`config.mk`:
```
export PLATFORM = sky130hd
export DESIGN_NAME = barrett_reduce_pipe
export DESIGN_NICKNAME = d
export VERILOG_FILES = /design/src/rtl/barrett_reduce_pipe.sv
export SDC_FILE = /design/constraint.sdc
export NUM_CORES = 1
export LEC_CHECK = 0
export CAP_MARGIN = 0
export CORE_UTILIZATION = 65
export CTS_BUF_LIST = sky130_fd_sc_hd__clkbuf_4
export DETAILED_ROUTE_END_ITERATION = 8
export MAX_ROUTING_LAYER = met4
export PLACE_DENSITY_LB_ADDON = 0.3
export SYNTH_ARGS = -nofsm -noshare
export SYNTH_HDL_FRONTEND = slang
export SYNTH_SLANG_ARGS = --single-unit
```
`constraint.sdc`:
```
create_clock -name clk -period 6.91 [get_ports clk]
set_input_delay 1.7275 -clock clk [delete_from_list [all_inputs] [get_ports clk]]
set_output_delay 1.7275 -clock clk [all_outputs]
set_load 0.02 [all_outputs]
```
`src/rtl/barrett_reduce_pipe.sv`:
```
// Pipelined Barrett reducer: out_data = in_data mod Q, with valid/ready handshake and a sideband tag.
// Optional range flag (out_err) is enabled by defining BARRETT_RANGE_CHECK_EN.
module barrett_reduce_pipe #(
   parameter int Q     = 2089,
   parameter int QW    = 12,
   parameter int TAG_W = 4
) (
   input  logic             clk,
   input  logic             rst,
   input  logic             in_valid,
   output logic             in_ready,
   input  logic [2*QW-1:0]  in_data,
   input  logic [TAG_W-1:0] in_tag,
   output logic             out_valid,
   input  logic             out_ready,
   output logic [QW-1:0]    out_data,
   output logic [TAG_W-1:0] out_tag
`ifdef BARRETT_RANGE_CHECK_EN
   ,
   output logic             out_err
`endif
);

   localparam int DW = 2 * QW;
   localparam logic [DW-1:0]   M    = DW'((64'd1 << DW) / Q);
   localparam logic [DW-1:0]   Q_DW = DW'(Q);
   localparam logic [QW+1:0]   Q_R  = (QW + 2)'(Q);
   localparam logic [QW+1:0]   Q2_R = (QW + 2)'(2 * Q);
   localparam logic [DW-1:0]   QSQ  = DW'(longint'(Q) * longint'(Q));

   logic             adv;
   logic             v0_q, v1_q, v2_q, out_valid_q;
   logic [DW-1:0]    x0_q, x1_q;
   logic [2*DW-1:0]  p1_q, p1_d;
   logic [QW+1:0]    r2_q, r2_d, r3_full;
   logic [QW-1:0]    out_data_q;
   logic [TAG_W-1:0] tag0_q, tag1_q, tag2_q, out_tag_q;
   logic [DW-1:0]    qe, qeq, diff;
   logic             unused_bits;
`ifdef BARRETT_RANGE_CHECK_EN
   logic             err0_q, err1_q, err2_q, out_err_q;
`endif

   // One enable for the whole pipe: a stalled output freezes every stage.
   assign adv      = !out_valid_q || out_ready;
   assign in_ready = adv;

   assign p1_d = {{DW{1'b0}}, x0_q} * {{DW{1'b0}}, M};

   // Quotient estimate is at most 2 low, so the true remainder is < 3Q and fits QW+2 bits;
   // the subtraction can therefore be done modulo 2^DW and truncated.
   assign qe   = p1_q[2*DW-1:DW];
   assign qeq  = qe * Q_DW;
   assign diff = x1_q - qeq;
   assign r2_d = diff[QW+1:0];

   always_comb begin
      r3_full = r2_q;
      if (r2_q >= Q2_R)
         r3_full = r2_q - Q2_R;
      else if (r2_q >= Q_R)
         r3_full = r2_q - Q_R;
   end

   assign unused_bits = ^{p1_q[DW-1:0], diff[DW-1:QW+2], r3_full[QW+1:QW]};

   always_ff @(posedge clk or posedge rst) begin
      if (rst) begin
         v0_q        <= 1'b0;
         v1_q        <= 1'b0;
         v2_q        <= 1'b0;
         out_valid_q <= 1'b0;
         x0_q        <= '0;
         x1_q        <= '0;
         p1_q        <= '0;
         r2_q        <= '0;
         out_data_q  <= '0;
         tag0_q      <= '0;
         tag1_q      <= '0;
         tag2_q      <= '0;
         out_tag_q   <= '0;
`ifdef BARRETT_RANGE_CHECK_EN
         err0_q      <= 1'b0;
         err1_q      <= 1'b0;
         err2_q      <= 1'b0;
         out_err_q   <= 1'b0;
`endif
      end else if (adv) begin
         v0_q        <= in_valid;
         v1_q        <= v0_q;
         v2_q        <= v1_q;
         out_valid_q <= v2_q;
         // The input word is registered ahead of the multiplier so it sees a registered operand.
         if (in_valid) begin
            x0_q   <= in_data;
            tag0_q <= in_tag;
`ifdef BARRETT_RANGE_CHECK_EN
            err0_q <= (in_data >= QSQ);
`endif
         end
         if (v0_q) begin
            x1_q   <= x0_q;
            p1_q   <= p1_d;
            tag1_q <= tag0_q;
`ifdef BARRETT_RANGE_CHECK_EN
            err1_q <= err0_q;
`endif
         end
         if (v1_q) begin
            r2_q   <= r2_d;
            tag2_q <= tag1_q;
`ifdef BARRETT_RANGE_CHECK_EN
            err2_q <= err1_q;
`endif
         end
         if (v2_q) begin
            out_data_q <= r3_full[QW-1:0];
            out_tag_q  <= tag2_q;
`ifdef BARRETT_RANGE_CHECK_EN
            out_err_q  <= err2_q;
`endif
         end
      end
   end

   assign out_valid = out_valid_q;
   assign out_data  = out_data_q;
   assign out_tag   = out_tag_q;
`ifdef BARRETT_RANGE_CHECK_EN
   assign out_err   = out_err_q;
`endif

endmodule
```
# Word level (Yosys, flattened, before mapping)
# Index checks and enable logic that the tools add are counted.
[classes]
n_addsub = 3
mul = 2
magnitude_cmp = 2
n_mux = 2
n_reduce_logical = 6
[ops]
columns = ["operator", "count"]
rows = [
  ["multiplier 24 x 13 -> 37 bit, second input constant", 1],
  ["two-way mux 12 bit", 2],
  ["greater-or-equal comparator 14 x 12 -> 1 bit, second input constant", 1],
  ["greater-or-equal comparator 14 x 13 -> 1 bit, second input constant", 1],
  ["multiplier 13 x 12 -> 14 bit, second input constant", 1],
  ["subtractor 14 bit", 1],
  ["subtractor 12 bit, second input constant", 1],
  ["subtractor 12 x 7 -> 12 bit, second input constant", 1],
  ["AND reduction 2 bit", 4],
  ["zero test 1 bit", 1],
  ["logical OR 1 bit", 1],
]
[word_totals]
reg_bits = 121
input_bits = 32
out_inout_bits = 18
wordCells = 28

# Depth between registers and ports, before layout
# Gate-level depths: netlist of run 1.
[logic_depth]
word_depth = 3
mapped_depth = 20
mapped_depth_nobuf = 20

# Least setup slack after synthesis of run 1
# OpenSTA, ideal clock, no wires.
[synth_timing]
path_kind = "flip-flop to flip-flop"
start = "register x0_q[9]"
end = "register p1_q[31]"
setup_ps = 120
arrival_time_ps = 5245
required_time_ps = 6790
slack_ps = 1545
stages_incl_launch_ff = 19
path_buffers = 0
synth_period_minus_slack_ps = 5365
cell_sequence = "dfrtp_1 -> inv_1 -> fa_1 -> fa_1 -> fa_1 -> inv_1 -> fa_1 -> inv_1 -> fa_1 -> inv_1 -> ha_1 -> a211oi_1 -> nor2_1 -> o41ai_2 -> o221ai_4 -> o211ai_2 -> a21oi_1 -> or3_1 -> a31o_1"
[synth_via]
elab_chain_len = 1
[synth_lines]
columns = ["element", "line_no", "text"]
rows = [
  ["from (decl)", "33", "logic [DW-1:0] x0_q, x1_q;"],
  ["from (signal assigned)", "95", "x0_q <= in_data;"],
  ["multiplier 24 x 13 -> 37 bit", "48", "assign p1_d = {{DW{1'b0}}, x0_q} * {{DW{1'b0}}, M};"],
  ["to (signal assigned)", "103", "p1_q <= p1_d;"],
  ["to (decl)", "34", "logic [2*DW-1:0] p1_q, p1_d;"],
]
# No other way between the ends.
# A chain may end at the register's enable or synchronous reset.

# Final worst setup path of run 1
[layout_timing]
start = "register x0_q[8]"
end = "register p1_q[35]"
# Same word-level chain as after synthesis.

==> results of run 1 <==
layout make-up:
| type | instances | area share, % |
|---|---|---|
| multi-input combinational | 750 | 65.3 |
| clock buffer | 10 | 0.571 |
| timing repair buffer | 52 | 3.90 |
| clock inverter | 6 | 0.694 |
| tap | 229 | 2.18 |
| sequential | 97 | 18.4 |
| inverter | 310 | 8.86 |
flip-flops by register name (all words and copies together), names as in the netlist:
register / flops
x0_q: 24
r2_q: 14
x1_q: 14
p1_q: 13
out_data: 12
out_tag: 4
tag0_q: 4
tag1_q: 4
tag2_q: 4
out_valid: 1
v0_q: 1
v1_q: 1
v2_q: 1
worst reg2reg max path, cell delays in order (launching register included):
cell and delay, ps:
dfrtp_1 520, inv_1 210, fa_1 650, fa_1 470, fa_1 540, inv_1 60
fa_1 540, inv_1 60, fa_1 530, inv_1 50, ha_1 340, and4_1 240
nand2_1 110, or2_2 350, o221ai_4 250, o21ai_2 140, a311oi_2 420, nor3_1 110
o31ai_2 220
kinds of logic (layout without fill, tap and decap cells):
family	count (synthesis)	after routing	synth area share [%]
AOI/OAI and AO/OA	159	159	8.56
adders and majority gates	370	370	49.3
muxes	43	43	3.94
and+or+nand+nor	136	136	5.28
DFF	97	97	19.8
buffers and inverters	330	378	10.1
xor gates and xnor gates	42	42	3.00
placed cells by master, fill, tap and decap left out, drive strengths merged, types with 3 or more instances in the layout:
cell and count:
a211oi 4, a21boi 3, a21o 8, a21oi 29, and2 4, and4 3
buf 3, clkbuf 10, clkdlybuf4s50 49, dfrtp 97, fa 189, ha 181
inv 311, mux2 42, nand2 63, nand2b 7, nand3 10, nand3b 3
nand4 4, nor2 17, nor3 14, o211ai 4, o21a 11, o21ai 65
o221ai 3, o31a 4, o31ai 5, or3 4, xnor2 29, xor2 13
metal layers:
| layer | vias up | global-route usage [%] | share of wire (%) |
|---|---|---|---|
| met5 | - | - | 0 |
| met4 | 0 | 7.84 | 2.3 |
| met3 | 44 | 4.37 | 3.8 |
| met2 | 163 | 47.8 | 50 |
| met1 | 4037 | 37.8 | 44 |
| li1 | 3794 | - | - |
metrics by stage:
| step | util, % | setup WS, ps | hold WS (ps) |
|---|---|---|---|
| 4_1_cts | 72.3 | 1120 | 501 |
| 5_1_grt | 72.3 | 833 | 545 |
| 6_report | 72.3 | 1060 | 494 |
| 3_3_place_gp | 71.3 | 1290 | 449 |
| 3_5_place_dp | 71.3 | 1150 | 466 |
| 2_1_floorplan | - | 1540 | 436 |
worst max-delay path by stage:
stage,start,end,slack (ps),depth (start not counted)
6_report,x0_q[8],p1_q[35],1060,18
5_1_grt,x0_q[9],p1_q[35],830,18
4_1_cts,x0_q[8],p1_q[35],1120,18
3_5_place_dp,x0_q[8],p1_q[35],1150,18
3_3_place_gp,x0_q[7],p1_q[35],1290,17
2_1_floorplan,x0_q[9],p1_q[31],1540,18
==> flow_metrics.tcl, run 1 <==
set metrics [dict create \
    firstDrtPassIters 5 \
    finalHoldViolCount 0 \
    hp-start "out_data[1]" \
    holdPathEnd "out_data[1]" \
    track_usage_pct 29.1 \
    ios 50 \
    yosysTopAreaCell "fa_1" \
    path_buf_inv 4 \
    grt_pass1_wl_um 42500 \
    hold_class "flip-flop to flip-flop" \
    post_cts_buffers 0 \
    totalWireLength_um 24900 \
    worstReg2RegEnd "p1_q[35]" \
    core-area_mm2 0.0182 \
    yosys_warnings 0 \
    design_area_mm2 0.0132 \
    rsz0062_at_grt "false" \
    hpwl_um 21200 \
    nets 1622 \
    root_buffer "clkbuf_4" \
    clk_path_buf_depth 2 \
    grt_antenna_before_repair 0 \
    drt-vias-per-instance 5.53 \
    cts_tree "yes" \
    slew_violations 0 \
    diodes 0 \
    gp_congestion 0.928 \
    async_reset_ff_share_pct 100 \
    fin_crit_ps 5850 \
    fin_crit_sh_pct 84.7 \
    fmax_mhz 171 \
    grt_start_max_net_pins 77 \
    max_stage_delay_ps 650 \
    htree_levels 3 \
    synth_cell_types 63 \
    holdBufCountCts 0 \
    worstSetupPathType "flip-flop to flip-flop" \
    critical-path-top-delay-family "adder cells" \
    row_count 49 \
    crit_slowest_cell "fa_1" \
    setup_viol 0 \
    cts_buffers 9 \
    cp.arrival_ps 6250 \
    grt_pass1_vias 8775 \
    startpoint_type "flip-flop" \
    tns_ps 0 \
    rrSetupSlack_ps 1060 \
    crit_fanout 7 \
    synth_flop_cell "dfrtp_1" \
    via_count 8038 \
    final.setup_skew_ps 23.7 \
    wl_per_cell_um 17.1 \
    netlist_instances 1177 \
    timing.rr.start "x0_q[8]" \
    syn-cell-area_mm2 0.0123 \
    cts_resized 0 \
    die_w_um 139 \
    area_growth_pct 7.23 \
    critical_path_required_ps 7310 \
    ff2ff_path_depth 18 \
    dieArea_mm2 0.0194 \
    syn-num-nets 1579 \
    synth_common_cells "inv_1, fa_1, ha_1" \
    maxCapViolCount 0 \
    multi_input_area_mm2 0.00860 \
    path_common_cell "fa_1" \
    fill_cells 1282 \
    yosysTopAreaCellShare_pct 30.8 \
    outcome "completed" \
    path_cells "inv_1 -> fa_1 -> fa_1 -> fa_1 -> inv_1 -> fa_1 -> inv_1 -> fa_1 -> inv_1 -> ha_1 -> and4_1 -> nand2_1 -> or2_2 -> o221ai_4 -> o21ai_2 -> a311oi_2 -> nor3_1 -> o31ai_2" \
    yosys-top-cells-area "fa_1, dfrtp_1, ha_1, inv_1, mux2_2" \
    worstHoldPathCells 2 \
    synth-edff-count 0 \
    final_layout_size_suffix_gt1_share_pct 6.20 \
    avgSynthCellArea_um2 10.4 \
    ant_nets 0 \
    relSlewSlack_pct 32.6 \
    ys_seq_area_share_pct 19.8 \
    synth.most_common_cell "inv_1" \
    cts.sinks 97 \
    worst_pin_slew_ps 1010 \
    placed_cell_area_mm2 0.0130 \
    initial_core_util_pct 67.4 \
    grt.overflow.total 0 \
    cp-end-kind "flip-flop" \
    synth-seq-cells 97 \
    stdcell_count 1454 \
    die_h_um 139 \
    io_buffer_count 49 \
    clk_pin_slew_ps 160 \
    dpl.cell_count 1438 \
    drt_iter0_markers 344 \
    clock_latency_ps 490 \
    ff_latch_area_mm2 0.00243 \
    drc_errors 0 \
]
Power of run 1 is left out: the tool's default activity adds up to more than one toggle a clock period on the data nets, which glitch-free logic cannot reach.
==> inputs of run 2 (changes only) <==
==> constraint.sdc (replaced) <==
create_clock -name clk -period 5.8 [get_ports clk]
set_input_delay 1.45 -clock clk [delete_from_list [all_inputs] [get_ports clk]]
set_output_delay 1.45 -clock clk [all_outputs]
set_load 0.02 [all_outputs]
==> run 2 against run 1 <==
Compared with the run above:
- flip-flop and latch count unchanged
- register-to-register slack got worse by 820 ps
- count of clock-buffer cells in the layout decreased by 1
- sequential share of layout area decreased by 0.094 points
- first-iteration DRC count increased by 37%
- wire length increased by 1.1%
- die area unchanged
- global-route usage increased by 0.36 points
- cell area increased by 0.98%
- via count increased by 0.95%
- utilization increased by 0.71 points
- clock skew increased by 6.2 ps
- critical path type unchanged
- critical endpoint unchanged
==> flow_metrics.tcl, run 2 (synthesis results as in run 1) <==
set metrics [dict create \
    multi_input_area_mm2 0.00862 \
    fin_crit_sh_pct 95.9 \
    clk_path_buf_depth 2 \
    design_area_mm2 0.0133 \
    timing.rr.start "x0_q[19]" \
    rrSetupSlack_ps 240 \
    root_buffer "clkbuf_4" \
    stdcell_count 1470 \
    holdBufCountCts 0 \
    ant_nets 0 \
    hp-start "out_data[2]" \
    track_usage_pct 29.4 \
    dieArea_mm2 0.0194 \
    dpl.cell_count 1452 \
    wl_per_cell_um 17.1 \
    setup_viol 0 \
    tns_ps 0 \
    placed_cell_area_mm2 0.0131 \
    gp_congestion 0.939 \
    cts_buffers 9 \
    hold_class "flip-flop to flip-flop" \
    area_growth_pct 8.28 \
    hpwl_um 21400 \
    outcome "completed" \
    drc_errors 0 \
    crit_fanout 9 \
    htree_levels 3 \
    drt-vias-per-instance 5.52 \
    fmax_mhz 180 \
    post-route-util_pct 73.0 \
    fin_crit_ps 5560 \
    regMostFlops "x0_q" \
    cts.sinks 97 \
    die_w_um 139 \
    clock_latency_ps 510 \
    final_layout_size_suffix_gt1_share_pct 8.78 \
    drt_iter0_markers 471 \
    initial_core_util_pct 67.4 \
    grt_pass1_wl_um 43100 \
    via_count 8114 \
    row_count 49 \
    ff2ff_path_depth 18 \
    core-area_mm2 0.0182 \
    final_common_cell "inv_1" \
    grt_pass1_vias 8852 \
    startpoint_type "flip-flop" \
    die_h_um 139 \
    maxCapViolCount 0 \
    finalHoldViolCount 0 \
    io_buffer_count 49 \
    grt.overflow.total 0 \
    mostFrequentLayoutCells "inv_1, fa_1, ha_1, dfrtp_1, o21ai_0" \
    largest_reg_flops 24 \
    fill_cells 1254 \
    worstHoldPathCells 2 \
    grt_antenna_before_repair 0 \
    ff_latch_area_mm2 0.00244 \
    worstReg2RegEnd "p1_q[35]" \
    largestRegisters "x0_q x24, r2_q x14, x1_q x14" \
    slew_violations 0 \
    firstDrtPassIters 4 \
    diodes 0 \
    worstSetupPathType "flip-flop to flip-flop" \
    ios 50 \
    nets 1638 \
    cts_tree "yes" \
    holdPathEnd "out_data[2]" \
    worst_pin_slew_ps 1190 \
    critical_path_required_ps 6220 \
    cp-end-kind "flip-flop" \
    grt_start_max_net_pins 62 \
    final.setup_skew_ps 29.9 \
    clk_pin_slew_ps 180 \
    totalWireLength_um 25200 \
    cp.arrival_ps 5990 \
    relSlewSlack_pct 20.6 \
]
run 2: cell types whose count changed in the layout (fill, tap and decap cells not counted), sizes merged:
cell / delta
bufinv: -2
clkbuf: -1
inv: +3
buf: +16
run 2: area by class of cell:
type	count	area share (%)
timing repair buffer	68	4.77
clock buffer	9	0.509
clock inverter	7	0.527
inverter	310	8.81
multi-input combinational	750	64.9
tap	229	2.16
sequential	97	18.4
run 2: per-stage QoR:
step | hold slack [ps] | setup WS [ps]
4_1_cts | 499 | 95.0
2_1_floorplan | 436 | 435
3_3_place_gp | 451 | 254
3_5_place_dp | 455 | 129
6_report | 502 | 236
5_1_grt | 528 | -0.281
run 2: worst max path at each step:
| stage | slack (ps) | cells after the start | startpoint | end |
|---|---|---|---|---|
| 4_1_cts | 90 | 18 | x0_q[21] | p1_q[35] |
| 3_5_place_dp | 130 | 18 | x0_q[21] | p1_q[35] |
| 5_1_grt | -0.3 | 18 | x0_q[7] | p1_q[35] |
| 2_1_floorplan | 430 | 18 | x0_q[9] | p1_q[31] |
| 6_report | 240 | 18 | x0_q[19] | p1_q[35] |
| 3_3_place_gp | 250 | 18 | x0_q[20] | p1_q[31] |
run 2: routing by layer:
metal | vias up | part of all wire (%) | track usage, %
met2 | 206 | 49 | 47.8
met5 | - | 0 | -
met4 | 0 | 2.9 | 9.42
li1 | 3828 | - | -
met3 | 51 | 4.6 | 3.96
met1 | 4029 | 43 | 38.6
run 2: timing repair:
item | in CTS | in global routing
gates resized for setup | 0 | 18
buffers inserted | 0 | 2
setup endpoints to repair | 0 | 5
run 2: critical path, stage by stage, from the launching register on:
cell and delay, ps:
dfrtp_2 550, fa_1 580, fa_1 570, inv_1 70
fa_1 510, inv_1 50, fa_1 480, inv_1 50
fa_1 530, inv_1 40, ha_1 320, and4_1 220
nand2_1 100, or2_2 350, o221ai_4 230, o21ai_2 150
a311oi_4 370, nor3_1 100, o31ai_2 220
Power of run 2 is left out for the same reason.
==> patch 1 (flow settings as in run 1) <==
Set the parameter `QW` to 13 (it was 12).
--- a/src/rtl/barrett_reduce_pipe.sv
+++ b/src/rtl/barrett_reduce_pipe.sv
@@ -2,7 +2,7 @@
 // Optional range flag (out_err) is enabled by defining BARRETT_RANGE_CHECK_EN.
 module barrett_reduce_pipe #(
    parameter int Q     = 2089,
-   parameter int QW    = 12,
+   parameter int QW    = 13,
    parameter int TAG_W = 4
 ) (
    input  logic             clk,
Ports: changed (resized in_data and out_data); port bits go from 50 to 53. No check against the original RTL was run, so the function may have changed too.
==> patch 1 against run 1 <==
- die area up 8.8%
- cell area grew 8.8%
- synthesized area up 9.0%
- synthesized cell count increased by 9.9%
- setup slack gained 92 ps
- sequential cell count is 7 higher
- critical path depth up 1
- utilization down 1.3 points
- final cell count is 11% higher
- wire length rose by 6.7%
- count of clock-buffer cells in the layout down 1
Power is left out: the tool's default activity adds up to more than one toggle a clock period on the data nets, which glitch-free logic cannot reach.
==> patch 1: results (changes against run 1) <==
{| class="wikitable"
! Metric !! Value
|-
| Status || completed
|-
| Final clock skew || 35.5 ps (+11.7 ps)
|-
| Ranking of synthesized cells by area || sky130_fd_sc_hd__fa_1 31%, sky130_fd_sc_hd__dfrtp_1 19%, sky130_fd_sc_hd__ha_1 18%
|-
| Final net count || 1775 (+9.4%)
|-
| Number of distinct library cells after synthesis || 66 (+4.8%)
|-
| Number of antenna violations at the first check in global routing || 1 (+1)
|-
| Post-synthesis net count || 1727 (+9.4%)
|-
| Worst-margin pin slew || 890 ps (-119 ps)
|-
| Global-route wire length before repair || 46.7 mm (+10%)
|-
| Min-delay src || out_data[1]
|-
| Max reg flops || 26 (+8.3%)
|-
| Gpl congestion || 0.926 (-0.26%)
|-
| Sequential share of the synthesized area || 19.5% (-0.32 points)
|-
| Insertion delay to the later sink of the worst-skew pair || 510 ps (+20 ps)
|-
| Deepest clock path buffer count || 2 (unchanged)
|-
| Launch point of the worst reg-to-reg path || x0_q[10]
|-
| H-tree depth reported by CTS || 3 (unchanged)
|-
| Critical path startpoint category || flip-flop
|-
| TritonCTS buffer count || 9 (unchanged)
|-
| Pin count of the biggest net entering global routing || 54 (-30%)
|-
| Cells resized by post-CTS repair || 0 (unchanged)
|-
| Dpl hpwl || 22.9 mm (+8.3%)
|-
| Number of warnings issued by yosys || 0 (unchanged)
|-
| Buffers on Ports || 52 (+6.1%)
|-
| Clock Root Buffer || sky130_fd_sc_hd__clkbuf_4
|-
| First-pass DRT Iterations || 4 (-1)
|-
| DR vias || 8548 (+6.3%)
|-
| Max Fanout on Critical Path || 6 (-1)
|-
| Hold Path Sink || out_data[1]
|-
| Number of buffers added for setup after CTS || 0 (unchanged)
|-
| First-iteration detailed-routing DRC count || 346 (+0.58%)
|-
| Post-synthesis async set-or-reset flop share || 100% (unchanged)
|-
| R2R cell count || 19 (+1)
|-
| Worst hold margin || 503 ps (+8.43 ps)
|-
| Flop2flop setup slack || 1150 ps (+90 ps)
|-
| Total wire length || 26.6 mm (+6.7%)
|-
| Number of global-route vias before repair || 9613 (+9.5%)
|-
| Prevailing post-synth register cell || sky130_fd_sc_hd__dfrtp_1
|-
| Dpl cell area || 14200 µm² (+9.2%)
|-
| Most used standard cells in the synthesized netlist || 338 x sky130_fd_sc_hd__inv_1, 206 x sky130_fd_sc_hd__fa_1, 194 x sky130_fd_sc_hd__ha_1
|-
| Final setup violating endpoints || 0 (unchanged)
|-
| Clock transition at path regs || 180 ps (+20 ps)
|-
| Signal arrival time at the worst endpoint || 6150 ps (-100 ps)
|-
| Largest register by flop count || x0_q
|-
| GRT Resource Usage Total || 29.1% (+0.064 points)
|-
| Layout cell share with drive strength beyond 1 || 6.54% (+0.33 points)
|-
| Fillers || 1560 (+22%)
|-
| Class of the worst hold path || flip-flop to flip-flop
|-
| Critical R2R Capture || p1_q[34]
|-
| Cell depth of the worst min-delay path || 2 (unchanged)
|}
-- patch 1: cell count changes after synthesis, sizes merged, moves of 7 or more --
cell and delta:
inv +28, xnor2 +11, fa +17, nand2 +35
o21ai +8, nor2 +8, ha +13, dfrtp +7
-- patch 1: layout make-up --
type                            count  area [µm²]  area share (%)
Sequential cell                   104        2600            18.2
Antenna cell                        1        2.50          0.0175
Inverter                          339        1270            8.91
Multi-Input combinational cell    831        9420            65.8
Clock buffer                        9        67.6           0.472
Tap cell                          270         338            2.36
Timing Repair Buffer               56         551            3.85
Clock inverter                      7        60.1           0.420
-- patch 1: logic make-up after synthesis --
logic type,count (synthesis),share of synthesized area [%]
adder cells (fa/ha/maj),400,49.0
buffers and inverters,358,10.1
AND/OR/NAND/NOR,170,5.82
AO/OA/AOI/OAI,165,8.51
flip-flops,104,19.5
XOR/XNOR,52,3.41
multiplexers,44,3.71
-- patch 1: how the worst max path moves through the flow --
stage | end | cells past startpoint | slack, ps
after floorplan | p1_q[34] | 21 | 1770
final | p1_q[34] | 19 | 1150
after CTS | p1_q[34] | 19 | 1170
after global placement | p1_q[40] | 19 | 1310
after global routing | p1_q[40] | 19 | 750
after detailed placement | p1_q[34] | 19 | 1210
-- patch 1: per-layer routing --
layer / up-vias / GRT usage (%) / wire [µm]
li1: 4139 / - / -
met1: 4235 / 37.7 / 11900
met2: 136 / 48.6 / 13200
met3: 38 / 3.92 / 862
met4: 0 / 7.89 / 626
met5: - / - / 0
-- patch 1: critical path, cell delays in order (launching register included) --
cell                       delay, ps
sky130_fd_sc_hd__dfrtp_1         530
sky130_fd_sc_hd__inv_1           220
sky130_fd_sc_hd__fa_1            650
sky130_fd_sc_hd__fa_1            470
sky130_fd_sc_hd__fa_1            560
sky130_fd_sc_hd__inv_1            60
sky130_fd_sc_hd__fa_1            530
sky130_fd_sc_hd__inv_1            50
sky130_fd_sc_hd__fa_1            530
sky130_fd_sc_hd__inv_1            40
sky130_fd_sc_hd__ha_1            320
sky130_fd_sc_hd__a21oi_1          70
sky130_fd_sc_hd__o21ai_0         380
sky130_fd_sc_hd__o221ai_1        280
sky130_fd_sc_hd__o21ai_2         340
sky130_fd_sc_hd__nor3_4           90
sky130_fd_sc_hd__o21ai_2         180
sky130_fd_sc_hd__a21o_1          150
sky130_fd_sc_hd__xnor2_1         110
sky130_fd_sc_hd__o21ai_1          70
-- patch 1: through the flow --
stage	util, %	setup WS, ps	std cells
finish	71.0	1150	1617
CTS	71.0	1170	1616
global route	71.0	751	1617
detailed placement	70.3	1210	1600
floorplan	-	1770	1293
global placement	70.3	1310	1600
==> patch 2 (config.mk and constraints of run 1) <==
Made on the original files. Reset style: synchronous (`rst`), changed in one clocked block.
--- a/src/rtl/barrett_reduce_pipe.sv
+++ b/src/rtl/barrett_reduce_pipe.sv
@@ -64,7 +64,7 @@
 
    assign unused_bits = ^{p1_q[DW-1:0], diff[DW-1:QW+2], r3_full[QW+1:QW]};
 
-   always_ff @(posedge clk or posedge rst) begin
+   always_ff @(posedge clk) begin
       if (rst) begin
          v0_q        <= 1'b0;
          v1_q        <= 1'b0;
Function: changed (a bounded check fails within 10 cycles, from zero or initial values and one cycle with rst high; the reset may be asserted at any time).
==> patch 2 against run 1 <==
- via count up 11%
- sequential cell count unchanged
- final cell count up 11%
- cell area down 1.3%
- critical endpoint is now p1_q[35]
- maximum frequency down 3.8%
- critical path type unchanged
- utilization down 0.92 points
- critical path depth unchanged
- largest cell class unchanged
- synthesized area about the same
- setup slack worse by 230 ps
- hold slack worse by 30 ps
- wire length up 8.1%
Power is left out: it rests on default switching activity, and per cell area and clock period it moved more than threefold.
==> patch 2: results (changes against run 1) <==
{| class="wikitable"
! Metric !! Value
|-
| Status || completed
|-
| Number of distinct library cells after synthesis || 62 (-1.6%)
|-
| Layout buffering overhead excluding clock cells || 3.97% (+0.070 points)
|-
| Hold Path Sink || out_tag[2]
|-
| Count of inserted antenna diode cells || 1 (+1)
|-
| Global-route wire length before repair || 46.4 mm (+9.3%)
|-
| Number of ordinary inverters in the final layout || 305 (-1.6%)
|-
| GRT Resource Usage Total || 31.7% (+2.6 points)
|-
| Flop2flop setup slack || 830 ps (-230 ps)
|-
| Final routed wire length divided by cell count || 16.7 µm (-2.4%)
|-
| Cell with the biggest individual delay on the critical path || sky130_fd_sc_hd__a2111oi_0
|-
| First-iteration detailed-routing DRC count || 436 (+27%)
|-
| CP max stage delay || 580 ps (-70 ps)
|-
| Ranking of synthesized cells by area || sky130_fd_sc_hd__fa_1 31%, sky130_fd_sc_hd__ha_1 18%, sky130_fd_sc_hd__dfxtp_1 16%
|-
| Most used standard cells in the synthesized netlist || 304 x sky130_fd_sc_hd__inv_1, 189 x sky130_fd_sc_hd__fa_1, 181 x sky130_fd_sc_hd__ha_1
|-
| Number of global-route vias before repair || 9552 (+8.9%)
|-
| Insertion delay to the later sink of the worst-skew pair || 520 ps (+30 ps)
|-
| Launch point of the worst reg-to-reg path || x0_q[8]
|-
| Number of antenna violations at the first check in global routing || 1 (+1)
|-
| Seq_cells || 97 (unchanged)
|-
| Final clock skew || 22.6 ps (-1.11 ps)
|-
| Total instance count after detailed placement || 1594 (+11%)
|-
| Post-synthesis net count || 1750 (+11%)
|-
| Gpl congestion || 0.945 (+1.8%)
|-
| Clock transition at path regs || 180 ps (+20 ps)
|-
| Sequential share of the synthesized area || 15.8% (-3.9 points)
|-
| Number of instances in the synthesized netlist || 1348 (+15%)
|-
| Prevailing post-synth register cell || sky130_fd_sc_hd__dfxtp_1
|-
| Signal arrival time at the worst endpoint || 6490 ps (+240 ps)
|-
| Buffer count excluding the clock tree in the final layout || 53 (+1.9%)
|-
| Worst-margin pin slew || 1120 ps (+114 ps)
|-
| Via density per instance || 5.55 (+0.36%)
|-
| Post-synthesis async set-or-reset flop share || 0% (-100 points)
|-
| Final clock-cell share || 0.992% (-0.27 points)
|}
patch 2: changes by cell type in the layout (fill, tap and decap cells not counted), sizes merged, moves of 8 or more:
cell	run 1	this run
a21oi	29	112
a211oi	4	14
dfrtp	97	0
o21ai	65	30
nor2	17	34
a31oi	0	8
mux2	42	0
nand3	10	23
nand2	63	168
dfxtp	0	97
patch 2: cell families after synthesis:
kind of cell / count (synthesis) / synth area share (%)
simple gates: 284 / 10.3
compound gates: 216 / 10.7
flops: 97 / 15.8
buf+inv: 341 / 11.0
xor+xnor: 40 / 2.86
fa+ha+maj: 370 / 49.3
patch 2: per-layer routing:
metal	track usage (%)	wire (µm)
met5	-	0
met4	12.9	1060
met3	3.79	943
met2	52.8	13200
met1	39.3	11700
patch 2: how the worst max path moves through the flow:
stage,from,to,slack [ps],cells after the start
2_1_floorplan,x0_q[3],p1_q[35],1540,18
3_3_place_gp,x0_q[8],p1_q[35],1090,18
3_5_place_dp,x0_q[8],p1_q[35],860,18
4_1_cts,x0_q[8],p1_q[35],820,18
5_1_grt,x0_q[8],p1_q[35],380,18
6_report,x0_q[8],p1_q[35],830,18
patch 2: tightest hold or removal path, cell delays in order, from the launching register on:
cell                      delay [ps]
sky130_fd_sc_hd__dfxtp_1         340
sky130_fd_sc_hd__nand2_1          50
sky130_fd_sc_hd__a21oi_1          50
patch 2: through the flow:
step	util (%)	setup slack [ps]	hold WS (ps)	cell area, µm²
6_report	71.3	826	465	13000
2_1_floorplan	-	1540	432	12300
3_5_place_dp	70.6	857	446	12900
3_3_place_gp	70.6	1090	442	12900
4_1_cts	71.3	823	465	13000
5_1_grt	71.3	377	477	13000
